### src/rtl/alu_pkg.sv
// -----------------------------------------------------------------------------
// alu_pkg
// Shared types for the ALU arbiter:
//   aluOp_e     - legal ALU control codes (AND, OR, ADD, SUB, SLT)
//   arbState_e  - arbiter FSM states
//   isLegalOp() - screens a 4-bit control code before it reaches the ALU
// -----------------------------------------------------------------------------
package alu_pkg;

    typedef enum logic [3:0] {
        ALU_AND = 4'b0000,
        ALU_OR  = 4'b0001,
        ALU_ADD = 4'b0010,
        ALU_SUB = 4'b0110,
        ALU_SLT = 4'b0111
    } aluOp_e;

    typedef enum logic [1:0] {
        IDLE = 2'd0,
        EXEC = 2'd1,
        RESP = 2'd2
    } arbState_e;

    // Code put on aluCtrl whenever the ALU result is not wanted.
    localparam logic [3:0] ALU_CTRL_NOP = 4'b0000;

    function automatic logic isLegalOp(input logic [3:0] ctrl);
        case (ctrl)
            ALU_AND, ALU_OR, ALU_ADD, ALU_SUB, ALU_SLT: return 1'b1;
            default:                                    return 1'b0;
        endcase
    endfunction

endpackage

### src/rtl/alu_arb_grant.sv
// -----------------------------------------------------------------------------
// alu_arb_grant
// Combinational winner selection among NUM_REQ requesters.
// Build option: ALU_ARB_ROUND_ROBIN_EN
//   defined   - round robin, search starts at lastGrant_i+1 and wraps
//   undefined - fixed priority, lowest index wins (lastGrant_i ignored)
// Ports:
//   reqValid_i  [NUM_REQ]  request valid bits
//   lastGrant_i [IDX_W]    index of the previous winner
//   grantOh_o   [NUM_REQ]  one-hot winner (zero if nobody requests)
//   grantIdx_o  [IDX_W]    binary index of the winner
//   anyValid_o             at least one request pending
// -----------------------------------------------------------------------------
module alu_arb_grant #(
    parameter int NUM_REQ = 2,
    parameter int IDX_W   = 1
) (
    input  logic [NUM_REQ-1:0] reqValid_i,
    input  logic [IDX_W-1:0]   lastGrant_i,
    output logic [NUM_REQ-1:0] grantOh_o,
    output logic [IDX_W-1:0]   grantIdx_o,
    output logic               anyValid_o
);

    logic             found;
    logic [IDX_W-1:0] cand;

    assign anyValid_o = |reqValid_i;

`ifdef ALU_ARB_ROUND_ROBIN_EN
    // Walk the ring starting just after the last winner; first hit wins.
    always_comb begin
        grantOh_o  = '0;
        grantIdx_o = '0;
        found      = 1'b0;
        cand       = '0;
        for (int i = 1; i <= NUM_REQ; i++) begin
            cand = IDX_W'((int'(lastGrant_i) + i) % NUM_REQ);
            if (!found && reqValid_i[cand]) begin
                found            = 1'b1;
                grantIdx_o       = cand;
                grantOh_o[cand]  = 1'b1;
            end
        end
    end
`else
    // Fixed priority: lowest index wins, history plays no part.
    logic unusedLastGrant;
    assign unusedLastGrant = ^lastGrant_i;

    always_comb begin
        grantOh_o  = '0;
        grantIdx_o = '0;
        found      = 1'b0;
        cand       = '0;
        for (int i = 0; i < NUM_REQ; i++) begin
            cand = IDX_W'(i);
            if (!found && reqValid_i[cand]) begin
                found            = 1'b1;
                grantIdx_o       = cand;
                grantOh_o[cand]  = 1'b1;
            end
        end
    end
`endif

endmodule

### src/rtl/alu_arbiter.sv
// -----------------------------------------------------------------------------
// alu_arbiter
// Shares one external single-cycle ALU between NUM_REQ requesters.
// Each request runs accept -> execute -> respond; operands and result are
// registered on both sides of the ALU. Illegal control codes never reach the
// ALU: they produce result 0 with rspIllegal set.
// Build option: ALU_ARB_ROUND_ROBIN_EN (round robin vs fixed priority).
// Ports:
//   clk, rstN                      clock, async active-low reset
//   reqValid/reqReady  [NUM_REQ]   request handshake (reqReady one-hot or 0)
//   reqCtrl   [NUM_REQ][4]         ALU control code per requester
//   reqOp1/2  [NUM_REQ][DATA_W]    operands per requester
//   rspValid/rspReady  [NUM_REQ]   response handshake (rspValid one-hot or 0)
//   rspResult [DATA_W], rspIllegal shared response payload
//   aluCtrl, aluOp1, aluOp2        to the ALU (zero outside EXEC)
//   aluResult                      from the ALU
// -----------------------------------------------------------------------------
module alu_arbiter
    import alu_pkg::*;
#(
    parameter int NUM_REQ = 2,
    parameter int DATA_W  = 32
) (
    input  logic                           clk,
    input  logic                           rstN,
    input  logic [NUM_REQ-1:0]             reqValid,
    output logic [NUM_REQ-1:0]             reqReady,
    input  logic [NUM_REQ-1:0][3:0]        reqCtrl,
    input  logic [NUM_REQ-1:0][DATA_W-1:0] reqOp1,
    input  logic [NUM_REQ-1:0][DATA_W-1:0] reqOp2,
    output logic [NUM_REQ-1:0]             rspValid,
    input  logic [NUM_REQ-1:0]             rspReady,
    output logic [DATA_W-1:0]              rspResult,
    output logic                           rspIllegal,
    output logic [3:0]                     aluCtrl,
    output logic [DATA_W-1:0]              aluOp1,
    output logic [DATA_W-1:0]              aluOp2,
    input  logic [DATA_W-1:0]              aluResult
);

    localparam int IDX_W = $clog2(NUM_REQ);

    arbState_e          state_q;
    logic [IDX_W-1:0]   gnt_q;
    logic [3:0]         ctrl_q;
    logic [DATA_W-1:0]  op1_q;
    logic [DATA_W-1:0]  op2_q;
    logic [DATA_W-1:0]  result_q;
    logic               illegal_q;

    logic [NUM_REQ-1:0] grantOh;
    logic [IDX_W-1:0]   grantIdx;
    logic [IDX_W-1:0]   lastGrant;
    logic               anyValid;
    logic               rspDone;
    logic               accept;

    alu_arb_grant #(
        .NUM_REQ (NUM_REQ),
        .IDX_W   (IDX_W)
    ) u_grant (
        .reqValid_i  (reqValid),
        .lastGrant_i (lastGrant),
        .grantOh_o   (grantOh),
        .grantIdx_o  (grantIdx),
        .anyValid_o  (anyValid)
    );

`ifdef ALU_ARB_ROUND_ROBIN_EN
    // Reset to the last index so requester 0 is first in line.
    logic [IDX_W-1:0] lastGrant_q;
    logic [IDX_W-1:0] lastGrant_d;

    assign lastGrant_d = accept ? grantIdx : lastGrant_q;

    always_ff @(posedge clk or negedge rstN) begin
        if (!rstN) lastGrant_q <= IDX_W'(NUM_REQ - 1);
        else       lastGrant_q <= lastGrant_d;
    end

    assign lastGrant = lastGrant_q;
`else
    assign lastGrant = '0;
`endif

    // A response is retired only by the owner's rspReady; a retiring RESP
    // cycle doubles as an accept cycle so back-to-back ops take 2 cycles.
    assign rspDone  = (state_q == RESP) && rspReady[gnt_q];
    assign accept   = anyValid && ((state_q == IDLE) || rspDone);
    assign reqReady = accept ? grantOh : '0;

    always_comb begin
        rspValid = '0;
        if (state_q == RESP) rspValid[gnt_q] = 1'b1;
    end

    // ALU inputs are live only in EXEC; an illegal code is replaced by NOP.
    assign aluCtrl = (state_q == EXEC && isLegalOp(ctrl_q)) ? ctrl_q : ALU_CTRL_NOP;
    assign aluOp1  = (state_q == EXEC) ? op1_q : '0;
    assign aluOp2  = (state_q == EXEC) ? op2_q : '0;

    assign rspResult  = result_q;
    assign rspIllegal = illegal_q;

    always_ff @(posedge clk or negedge rstN) begin
        if (!rstN) begin
            state_q   <= IDLE;
            gnt_q     <= '0;
            ctrl_q    <= '0;
            op1_q     <= '0;
            op2_q     <= '0;
            result_q  <= '0;
            illegal_q <= 1'b0;
        end else begin
            if (accept) begin
                gnt_q  <= grantIdx;
                ctrl_q <= reqCtrl[grantIdx];
                op1_q  <= reqOp1[grantIdx];
                op2_q  <= reqOp2[grantIdx];
            end
            case (state_q)
                IDLE: if (accept) state_q <= EXEC;
                EXEC: begin
                    if (isLegalOp(ctrl_q)) begin
                        result_q  <= aluResult;
                        illegal_q <= 1'b0;
                    end else begin
                        result_q  <= '0;
                        illegal_q <= 1'b1;
                    end
                    state_q <= RESP;
                end
                RESP: if (rspDone) state_q <= accept ? EXEC : IDLE;
                default: state_q <= IDLE;
            endcase
        end
    end

endmodule
### config.mk
export PLATFORM = sky130hd
export DESIGN_NAME = alu_arbiter
export DESIGN_NICKNAME = d
export VERILOG_FILES = /design/src/rtl/alu_pkg.sv /design/src/rtl/alu_arb_grant.sv /design/src/rtl/alu_arbiter.sv
export SDC_FILE = /design/constraint.sdc
export NUM_CORES = 1
export LEC_CHECK = 0
export BUFFER_PORTS_ARGS = -buffer_cell sky130_fd_sc_hd__buf_4
export CORE_UTILIZATION = 35
export DETAILED_ROUTE_END_ITERATION = 8
export PLACE_DENSITY = 0.67
export SLEW_MARGIN = 20
export SYNTH_ARGS = -nofsm -noshare
export SYNTH_HDL_FRONTEND = slang
export SYNTH_HIERARCHICAL = 1
export SYNTH_SLANG_ARGS = --single-unit
### constraint.sdc
create_clock -name clk -period 2 [get_ports clk]
set_clock_uncertainty 0.15 [all_clocks]
set_input_delay 0 -clock clk [delete_from_list [all_inputs] [get_ports clk]]
set_output_delay 0 -clock clk [all_outputs]
set_load 0.02 [all_outputs]
==> run_results.csv, run 1 <==
group,metric,value,unit
run_status,outcome,"aborted with a tool error",
run_status,lastStage,"clock tree synthesis",
run_status,firstError,"[ERROR RSZ-0060] Max buffer count reached.",
cts,clock-sinks,104,
synth,synth.top_cells.by_count,"mux2_2, dfrtp_1, and2_1",
synth,syn_nets,570,
synth,ys.flop_type,"dfrtp_1",
synth,synthCells,396,
cts,h-tree-depth,3,
synth,seq_area_frac_synth,50.29,%
synth,ys_async_sr_fraction,100.0,%
floorplan,die_w,123.6,um
synth,ys_seq_elements,104,
synth,yosys.area.top_type,"dfrtp_1",
cts,clock-root-buffer,"clkbuf_16",
cts,holdBufCountCts,172,
synth,yosysMostFrequentCell,"mux2_2",
synth,synth_top_area_share,50.29,%
floorplan,rows,44,
synth,synth_edf_count,0,
placed_design,numPortBuffers,277,
synth,synth.area.top_cells,"dfrtp_1, mux2_2, and2_1, a22o_1, clkbuf_1",
cts,max-clock-path-buffers,2,
placed_design,place_congestion,0.7478,
floorplan,start_util,35.74,%
cts,postCtsSetupRepairBufs,2,
synth,synth.distinct_cells,25,
floorplan,die_h,123.6,um
synth,syn_area_per_cell,13.07,um2
synth,yosys_warnings,6,
cts,post_cts_resized,2,
floorplan,ioPinCount,279,
cts,cts_buffers,9,
placed_design,dpl.hpwl,10010,um
synth,syn-cell-area,5175,um2
placed_design,placed_area,7480,um2
through the flow:
step / cells / worst slack, ns / utilization [%]
after floorplan: 396 / 0.1952 / -
after global placement: 837 / 0.2956 / 51.66
after detailed placement: 837 / 0.2211 / 51.66
cell families after synthesis:
logic type             count (synthesis)  synth area share, %
other                                  1              0.07246
buffers and inverters                 35                3.554
and+or+nand+nor                       81                9.768
DFF                                  104                50.29
AOI/OAI and AO/OA                     38                6.576
muxes                                137                29.74
==> run 2, diff against run 1 <==
CORE_UTILIZATION = 20   (was 35)
PLACE_DENSITY = unset   (was 0.67)
PLACE_DENSITY_LB_ADDON = 0.15   (was unset)
==> run 2 against run 1 <==
  * The run now ends clean
  * Synthesized cell count unchanged
  * Synthesized area did not move
==> run_results.csv, run 2 <==
group,metric,value,unit
critical_path,worstPathRequired,1.85,ns
floorplan,ioPinCount,279,
pwr,switching_share,37.06,%
layout,diodes,0,
routing,drc,0,
synth,synthCells,396,
global_route,grt_overflow,0,
critical_path,end_kind,"primary output",
pwr,p_leak,4.527,nW
layout,multi_input_area,2417,um2
cts,h-tree-depth,3,
pwr,ir_drop,0.6237,mV
sta,fin_ws,0.07294,ns
floorplan,die_h,162.9,um
routing,first_iter_violations,54,
floorplan,core-area,25250,um2
sta,tns,0,ns
routing,finalWirelength,16740,um
cts,cts_tree,"yes",
routing,vias,4708,
sta,slew_headroom,42.55,%
critical_path,r2r_cells,5,
global_route,grt_pass1_wl,25990,um
pwr,power.internal,7.396,mW
synth,synth.area.top_cells,"dfrtp_1, mux2_2, and2_1, a22o_1, clkbuf_1",
synth,syn_nets,570,
cts,insertion_delay,0.35,ns
synth,ys.flop_type,"dfrtp_1",
layout,nNetsFinal,1014,
synth,syn-cell-area,5175,um2
synth,ys_async_sr_fraction,100.0,%
synth,ys_seq_elements,104,
run_status,outcome,"finished clean",
pwr,clockPowerShare,15.4,%
sta,drv_slew,0,
critical_path,rr_startpoint,"gnt_q$_DFFE_PN0N_",
routing,viasPerCell,4.007,
synth,synth.top_cells.by_count,"mux2_2, dfrtp_1, and2_1",
layout,fill_cells,2473,
critical_path,cp-start-kind,"register",
cts,clock-sinks,104,
critical_path,r2r_slack,0.09,ns
critical_path,crit_start,"gnt_q$_DFFE_PN0N_",
sta,hold_viol_final,0,
placed_design,dpl.hpwl,11080,um
sta,worstMarginPinSlew,0.8590,ns
placed_design,dp_slack,0.1904,ns
layout,layout-drive-gt1-share,52.90,%
critical_path,crit_path_end,"reqReady[0]",
critical_path,rr_endpoint,"op2_q[27]$_DFFE_PN0N_",
pwr,power,11.75,mW
cts,clock-root-buffer,"clkbuf_16",
global_route,grt_start_max_net_pins,66,
floorplan,die_w,162.9,um
layout,layout_common_cells,"buf_4, dlygate4sd3_1, mux2_2",
layout,final_common_cell,"buf_4",
global_route,antenna_found_initial,0,
floorplan,dieArea,26520,um2
synth,seq_area_frac_synth,50.29,%
placed_design,numPortBuffers,277,
sta,setup_viol,0,
routing,antenna_left,0,
cts,max-clock-path-buffers,2,
global_route,grtUsageTotal,12.55,%
sta,fin_crit,1.927,ns
layout,synthToLayoutAreaGrowth,89.12,%
layout,seqCellArea,2603,um2
synth,yosys_warnings,6,
synth,synth_edf_count,0,
critical_path,critPathMaxFanout,11,
critical_path,critPathArrivalTime,1.78,ns
sta,finalCritPeriodShare,96.35,%
pwr,p_comb_share,52.7,%
synth,synth.distinct_cells,25,
placed_design,place_congestion,0.6928,
floorplan,start_util,20.49,%
sta,clock.fmax,0.5189,GHz
synth,syn_area_per_cell,13.07,um2
layout,utilization,38.75,%
pwr,seqPwrFrac,31.9,%
critical_path,path_class,"register to primary output",
pwr,switchingPower,4.354,mW
global_route,grt_pass1_vias,5204,
synth,synth_top_area_share,50.29,%
routing,routedWlPerCell,14.25,um
floorplan,rows,58,
cts,cts_buffers,9,
routing,drt_first_pass_iters,4,
job,drv_cap,0,
cts,clkTransAtPathRegs,0.08,ns
pwr,power.density,1201,nW/um2
worst_hold_path,hold_path.class,"input pin to asynchronous set/reset pin",
synth,yosysMostFrequentCell,"mux2_2",
synth,yosys.area.top_type,"dfrtp_1",
## run 2: cell counts after synthesis
Identical to the previous run, type by type.
## run 2: timing repair
action | 4_1_cts | 5_1_grt
buffers inserted | 0 | 2
resized for setup | 0 | 3
cloned | 1 | 1
pin swaps | 0 | 0
endpoints found under the hold margin | 206 | 0
hold buffers | 173 | 0
setup endpoints to repair | 2 | 20
## run 2: logic make-up (layout without fill, tap and decap cells)
logic type | count (synthesis) | in the layout | synth area share [%]
AO/OA/AOI/OAI | 38 | 38 | 6.576
buffers and inverters | 35 | 484 | 3.554
flip-flops | 104 | 104 | 50.29
multiplexers | 137 | 137 | 29.74
other | 1 | 1 | 0.07246
AND/OR/NAND/NOR | 81 | 81 | 9.768
## run 2: worst min path at each step
stage | start | end | slack [ns] | cells after the start
after global placement | rstN | op2_q[10]$_DFFE_PN0N_ | -0.24 | 1
after global routing | rstN | op1_q[10]$_DFFE_PN0N_ | 0.12 | 3
after floorplan | rstN | ctrl_q[0]$_DFFE_PN0N_ | -0.45 | 0
after CTS | rstN | rspResult[1]$_DFFE_PN0N_ | 0.11 | 3
after detailed placement | rstN | op1_q[4]$_DFFE_PN0N_ | -0.24 | 1
final | rstN | op1_q[0]$_DFFE_PN0N_ | 0.08 | 3
## run 2: final cells by class
cell class	count	area share, %
clock buffers	10	2.442
inverters	3	0.1151
repair buffers	465	41.33
well taps	330	4.219
flip-flops and latches	104	26.59
multi-input cells	257	24.70
clock inverters	6	0.6009
## run 2: routing by layer
metal / global-route usage, % / vias up / part of all wire (%)
met2: 22.77 / 184 / 51
met1: 14.35 / 2225 / 41
li1: - / 2285 / -
met4: 4.163 / 0 / 1.4
met3: 2.928 / 14 / 6.8
met5: 0 / - / 0
## run 2: worst max-delay path, stage by stage (launching register included)
cell     delay (ns)
dfrtp_1        0.44
mux2i_4        0.31
a21oi_4        0.09
buf_12         0.14
buf_12         0.14
and2_1         0.16
buf_4          0.15
## run 2: through the flow
| step | cells | cell area (um2) | hold WS (ns) |
|---|---|---|---|
| 2_1_floorplan | 396 | 5175 | -0.4456 |
| 3_3_place_gp | 982 | 7656 | -0.2403 |
| 3_5_place_dp | 982 | 7656 | -0.2436 |
| 4_1_cts | 1172 | 9718 | 0.1056 |
| 5_1_grt | 1175 | 9787 | 0.1229 |
| 6_report | 1175 | 9787 | 0.08370 |
## run 2: power groups by stage
| stage | Clock, mW | Combinational, mW | Sequential (mW) |
|---|---|---|---|
| 2_1_floorplan | 0 | 3.05 | 4.05 |
| 3_3_place_gp | 0 | 5.64 | 3.77 |
| 3_5_place_dp | 0 | 5.77 | 3.77 |
| 4_1_cts | 1.90 | 6.18 | 3.75 |
| 5_1_grt | 1.97 | 6.65 | 3.90 |
| 6_report | 1.81 | 6.20 | 3.75 |
Power figures use the tool's default switching activity.
